`src/rtl/spw_link_fsm_param.sv`:
```
// SpaceWire link-initialisation FSM with cycle-count timeouts,
// sticky gotNULL, error-cause capture and a saturating error counter.
module spw_link_fsm_param #(
   parameter int T_6P4US   = 640,
   parameter int T_12P8US  = 1280,
   parameter int T_850NS   = 85,
   parameter int TMR_W     = 12,
   parameter int ERR_CNT_W = 8
) (
   input  logic                 pclk,
   input  logic                 reset,
   input  logic                 auto_start,
   input  logic                 link_start,
   input  logic                 link_disable,
   input  logic                 rx_error,
   input  logic                 rx_credit_error,
   input  logic                 rx_got_bit,
   input  logic                 rx_got_null,
   input  logic                 rx_got_nchar,
   input  logic                 rx_got_time_code,
   input  logic                 rx_got_fct,
   input  logic                 err_cnt_clr,
   output logic                 rx_resetn,
   output logic                 enable_tx,
   output logic                 send_null_tx,
   output logic                 send_fct_tx,
   output logic                 link_up,
   output logic [2:0]           fsm_state,
   output logic [2:0]           err_cause,
   output logic [ERR_CNT_W-1:0] err_cnt
);

   typedef enum logic [2:0] {
      ST_ERR_RESET  = 3'd0,
      ST_ERR_WAIT   = 3'd1,
      ST_READY      = 3'd2,
      ST_STARTED    = 3'd3,
      ST_CONNECTING = 3'd4,
      ST_RUN        = 3'd5
   } state_e;

   localparam logic [TMR_W-1:0] T_RST  = TMR_W'(T_6P4US - 1);
   localparam logic [TMR_W-1:0] T_TMO  = TMR_W'(T_12P8US - 1);
   localparam logic [TMR_W-1:0] T_SAT  = TMR_W'(T_12P8US);
   localparam logic [TMR_W-1:0] T_DISC = TMR_W'(T_850NS - 1);

   state_e               state_q, state_d;
   logic [TMR_W-1:0]     timer_q, timer_d;
   logic [TMR_W-1:0]     dcnt_q, dcnt_d;
   logic                 gnull_q, gnull_d;
   logic [2:0]           cause_q, cause_d;
   logic [ERR_CNT_W-1:0] cnt_q, cnt_d;

   logic [2:0] cause;
   logic       prem_all, prem_nofct, tmo, disc_to;

   assign prem_all   = rx_got_fct | rx_got_nchar | rx_got_time_code;
   assign prem_nofct = rx_got_nchar | rx_got_time_code;
   assign tmo        = (timer_q == T_TMO);
   assign disc_to    = (state_q == ST_RUN) && !rx_got_bit
                       && (dcnt_q == T_DISC);

   // cause != 0 forces ErrorReset; the if-chain order sets priority
   always_comb begin
      state_d = state_q;
      cause   = 3'd0;
      case (state_q)
         ST_ERR_RESET: begin
            if (timer_q == T_RST) state_d = ST_ERR_WAIT;
         end
         ST_ERR_WAIT: begin
            if (rx_error)      cause   = 3'd1;
            else if (prem_all) cause   = 3'd3;
            else if (tmo)      state_d = ST_READY;
         end
         ST_READY: begin
            if (rx_error)      cause   = 3'd1;
            else if (prem_all) cause   = 3'd3;
            else if (!link_disable &&
                     (link_start || (auto_start && gnull_q)))
               state_d = ST_STARTED;
         end
         ST_STARTED: begin
            if (rx_error)      cause   = 3'd1;
            else if (prem_all) cause   = 3'd3;
            else if (tmo)      cause   = 3'd4;
            else if (gnull_q)  state_d = ST_CONNECTING;
         end
         ST_CONNECTING: begin
            if (rx_error)        cause   = 3'd1;
            else if (prem_nofct) cause   = 3'd3;
            else if (tmo)        cause   = 3'd4;
            else if (rx_got_fct) state_d = ST_RUN;
         end
         ST_RUN: begin
            if (rx_error)             cause = 3'd1;
            else if (rx_credit_error) cause = 3'd2;
            else if (disc_to)         cause = 3'd5;
            else if (link_disable)    cause = 3'd6;
         end
         default: state_d = ST_ERR_RESET;
      endcase
      if (cause != 3'd0) state_d = ST_ERR_RESET;
   end

   always_comb begin
      timer_d = timer_q;
      if (state_d != state_q)  timer_d = '0;
      else if (timer_q != T_SAT) timer_d = timer_q + 1'b1;

      dcnt_d = dcnt_q;
      if (state_q != ST_RUN || rx_got_bit) dcnt_d = '0;
      else if (dcnt_q != T_DISC)           dcnt_d = dcnt_q + 1'b1;

      gnull_d = gnull_q;
      if (state_q == ST_ERR_RESET) gnull_d = 1'b0;
      else if (rx_got_null && (state_q == ST_ERR_WAIT ||
               state_q == ST_READY || state_q == ST_STARTED))
         gnull_d = 1'b1;

      cause_d = cause_q;
      cnt_d   = cnt_q;
      if (cause != 3'd0) begin
         cause_d = cause;
         if (cnt_q != '1) cnt_d = cnt_q + 1'b1;
      end
      if (err_cnt_clr) cnt_d = '0;
   end

   always_ff @(posedge pclk) begin
      if (reset) begin
         state_q <= ST_ERR_RESET;
         timer_q <= '0;
         dcnt_q  <= '0;
         gnull_q <= 1'b0;
         cause_q <= 3'd0;
         cnt_q   <= '0;
      end else begin
         state_q <= state_d;
         timer_q <= timer_d;
         dcnt_q  <= dcnt_d;
         gnull_q <= gnull_d;
         cause_q <= cause_d;
         cnt_q   <= cnt_d;
      end
   end

   always_comb begin
      rx_resetn    = (state_q != ST_ERR_RESET);
      enable_tx    = !reset && (state_q == ST_READY ||
                     state_q == ST_STARTED ||
                     state_q == ST_CONNECTING || state_q == ST_RUN);
      send_null_tx = (state_q == ST_STARTED) ||
                     (state_q == ST_CONNECTING) || (state_q == ST_RUN);
      send_fct_tx  = (state_q == ST_CONNECTING) || (state_q == ST_RUN);
      link_up      = (state_q == ST_RUN);
   end

   assign fsm_state = state_q;
   assign err_cause = cause_q;
   assign err_cnt   = cnt_q;

endmodule

```
`config.mk`:
```
export PLATFORM = sky130hd
export DESIGN_NAME = spw_link_fsm_param
export DESIGN_NICKNAME = d
export VERILOG_FILES = /design/src/rtl/spw_link_fsm_param.sv
export SDC_FILE = /design/constraint.sdc
export NUM_CORES = 1
export LEC_CHECK = 0
export ABC_AREA = 1
export CAP_MARGIN = 5
export CORE_UTILIZATION = 49
export CTS_CLUSTER_DIAMETER = 150
export DETAILED_ROUTE_END_ITERATION = 10
export PLACE_DENSITY_LB_ADDON = 0.08
export SLEW_MARGIN = 15
export SYNTH_ARGS = -nofsm -noshare
export SYNTH_HDL_FRONTEND = slang
export SYNTH_SLANG_ARGS = --single-unit
```
`constraint.sdc`:
```
create_clock -name pclk -period 1.95 [get_ports pclk]
set_input_delay 0.4875 -clock pclk [delete_from_list [all_inputs] [get_ports pclk]]
set_output_delay 0.4875 -clock pclk [all_outputs]
set_load 0.01 [all_outputs]
```
==> results_dict.tcl <==
set metrics [dict create \
    cts_buffers 5 \
    core-area_mm2 0.004384 \
    tns_ns 0 \
    syn-num-nets 338 \
    relSlewSlack 0.7894 \
    power.total_w 0.001416 \
    finalCriticalPeriod_ns 1.943 \
    hold_viol 0 \
    clk_pin_slew_worst_paths_ns 0.07 \
    vias_per_cell 5.233 \
    crit_required_ns 2.17 \
    drc_errors 0 \
    synth_edf_count 0 \
    async_flop_share 0 \
    synth_cells 320 \
    antenna_cells 0 \
    grt_overflow 0 \
    clock_skew_ns 0.005580 \
    ys_seq_area_frac 0.3472 \
    start_kind "input pin" \
    path_buf_inv 3 \
    start_util 0.5128 \
    cpMostUsedCell "nand2_1" \
    syn_to_final_growth_pct 47.25 \
    grt_pass1_vias 2193 \
    crit_chain "clkdlybuf4s50_1 -> inv_1 -> nand4_1 -> nand2_1 -> nand2_1 -> nand2_1 -> a21oi_4 -> nand3_2 -> nand2_2 -> nand3_4 -> buf_12 -> nor3_4" \
    r2r_cells 14 \
    rsz0062_at_grt "yes" \
    crit_end "timer_q[0]$_SDFFE_PP0P_" \
    grt_max_degree 13 \
    routabilityCongestion 0.8774 \
    cp.depth 12 \
    synth_seq_cells 39 \
    routed_wl_um 5823 \
    cts_root_buf "clkbuf_8" \
    grtUsageTotal 0.2442 \
    yosysTopAreaCell "dfxtp_1" \
    fin_crit_sh 0.9966 \
    synth_flop_cell "dfxtp_1" \
    first_iter_violations 133 \
    synth_area_mm2 0.002248 \
    netlist_top_cells_count "nand2_1, inv_1, nor2_1" \
    r2r_start "timer_q[1]$_SDFFE_PP0P_" \
    syn_area_per_cell_um2 7.026 \
    die_w_um 69.74 \
    cellPowerDensity_mw_per_mm2 427.6 \
    cts_sinks 39 \
    synth_top_cell_area_share 0.3472 \
    ant_nets 0 \
    port_buffers 31 \
    cp_slowest_cell "clkdlybuf4s50_1" \
    finalSetupViolCount 0 \
    r2r_end "timer_q[0]$_SDFFE_PP0P_" \
    top_level_ports 32 \
    slew_viol_final 0 \
    nets 427 \
    pre_cts_slack_ns -0.5539 \
    crit_arrival_ns 2.16 \
    via_count 2407 \
    post-route-util 0.7551 \
    firstDrtPassIters 4 \
    cts_tree "done" \
    reg2reg_slack_ns 0.02 \
    outcome "completed" \
    cp_max_fo 6 \
    hpwlAfterDp_um 3884 \
    synth.most_common_cell "nand2_1" \
    hp-class "flop to flop" \
    drive_above_1_share 0.3260 \
    cp_top_family "simple AND/OR/NAND/NOR gates" \
    fmax_ghz 0.5146 \
    die-height_um 69.74 \
    htree_num_levels 2 \
    antenna_found_initial 0 \
    p_leak_nw 1.315 \
    clock_latency_ns 0.29 \
    synth_warnings 0 \
    setup_ws_ns 0.006669 \
    grt_pass1_wl_um 9625 \
    vdd_drop_max_mv 0.3087 \
    ys_types 31 \
    clockBufferDepth 2 \
    cp-startpoint "rx_credit_error" \
    cap_violations 0 \
    dieArea_mm2 0.004864 \
    num_rows 24 \
    synth_area_leaders "dfxtp_1, nand2_1, inv_1, nor2_1, xor2_1" \
    worstMarginPinSlew_ns 0.3135 \
    critical_path_class "input pin to flop" \
    whs_ns 0.4793 \
    slowest_delay_ns 0.51 \
    cp-end-kind "flop" \
    wl_per_cell_um 12.66 \
]
==> cell families after synthesis <==
| family | synth area share |
|---|---|
| DFF | 0.3472 |
| adders and majority gates | 0.02782 |
| buffers and inverters | 0.09349 |
| xor gates and xnor gates | 0.07012 |
| AOI/OAI and AO/OA | 0.08848 |
| and+or+nand+nor | 0.3728 |
==> timing repair <==
item                                    in CTS  in global routing
gates resized for setup                     44                 33
buffers inserted                            11                  3
endpoints found under the setup margin      25                 25
hold buffers                                 0                  0
pin swaps                                   13                 17
cloned                                       2                  0
==> cell usage in the layout, fill, tap and decap left out, types with 3 or more instances in the layout <==
cell type and instances:
nand2_1 52, buf_4 50, inv_1 38, nor2_1 33, dfxtp_1 31, clkdlybuf4s50_1 21
nand3_1 16, a21oi_1 16, nor3_2 14, xor2_1 14, nor3_1 12, inv_2 11
nand2_2 10, nand4_1 8, nor2_4 6, dfxtp_2 6, dlygate4sd2_1 6, clkbuf_8 5
o21ai_0 4, a21oi_2 4, o21ai_1 4, xnor2_1 4, nand3_4 3, nor2_2 3
nor3_4 3, nand3_2 3, ha_1 3
==> flip-flops by register name, indices dropped and copies added, names as in the netlist <==
signal     cells
gnull_q        1
err_cause      3
fsm_state      3
timer_q       12
dcnt_q        12
err_cnt        8
==> worst min path at each step <==
stage / from / end / slack (ns) / cells after the start
2_1_floorplan: gnull_q$_SDFFE_PP0P_ / gnull_q$_SDFFE_PP0P_ / 0.45 / 2
3_5_place_dp: err_cause[2]$_SDFFE_PP0N_ / err_cause[2]$_SDFFE_PP0N_ / 0.46 / 2
6_report: err_cause[2]$_SDFFE_PP0N_ / err_cause[2]$_SDFFE_PP0N_ / 0.48 / 2
4_1_cts: err_cause[2]$_SDFFE_PP0N_ / err_cause[2]$_SDFFE_PP0N_ / 0.48 / 2
5_1_grt: err_cause[2]$_SDFFE_PP0N_ / err_cause[2]$_SDFFE_PP0N_ / 0.50 / 2
3_3_place_gp: err_cause[2]$_SDFFE_PP0N_ / err_cause[2]$_SDFFE_PP0N_ / 0.46 / 2
==> area by class of cell <==
| type | count | area [µm²] |
|---|---|---|
| clock buffer | 5 | 68.82 |
| clock inverter | 1 | 7.507 |
| fill | 325 | 1074 |
| inverter | 50 | 190.2 |
| multi-input combinational | 229 | 1445 |
| sequential | 39 | 795.8 |
| tap | 52 | 65.06 |
| timing repair buffer | 84 | 738.2 |
==> worst min-delay path, delay by kind of cell (launching register included) <==
family | cells | cell delay, ns
and+or+nand+nor | 1 | 0.06
DFF | 1 | 0.32
AOI/OAI and AO/OA | 1 | 0.05
==> where the power goes <==
group	switching (W)	total (W)	internal [W]
combinational	0.0000481	0.0000963	0.0000482
clock	0.000279	0.000516	0.000237
sequential	0.00000386	0.000803	0.000799
==> metal layers <==
| metal | up-vias | GRT usage | share of wire |
|---|---|---|---|
| met2 | 58 | 0.3927 | 0.46 |
| met3 | 19 | 0.04942 | 0.042 |
| met4 | 0 | 0.09556 | 0.025 |
| met1 | 1116 | 0.3216 | 0.47 |
| li1 | 1214 | - | - |
| met5 | - | 0 | 0 |
==> stage by stage <==
stage | instances | instance area (µm²)
floorplan | 320 | 2248
global placement | 438 | 2912
detailed placement | 438 | 2912
CTS | 457 | 3198
global route | 460 | 3311
finish | 460 | 3311
(Power assumes the default switching activity.)
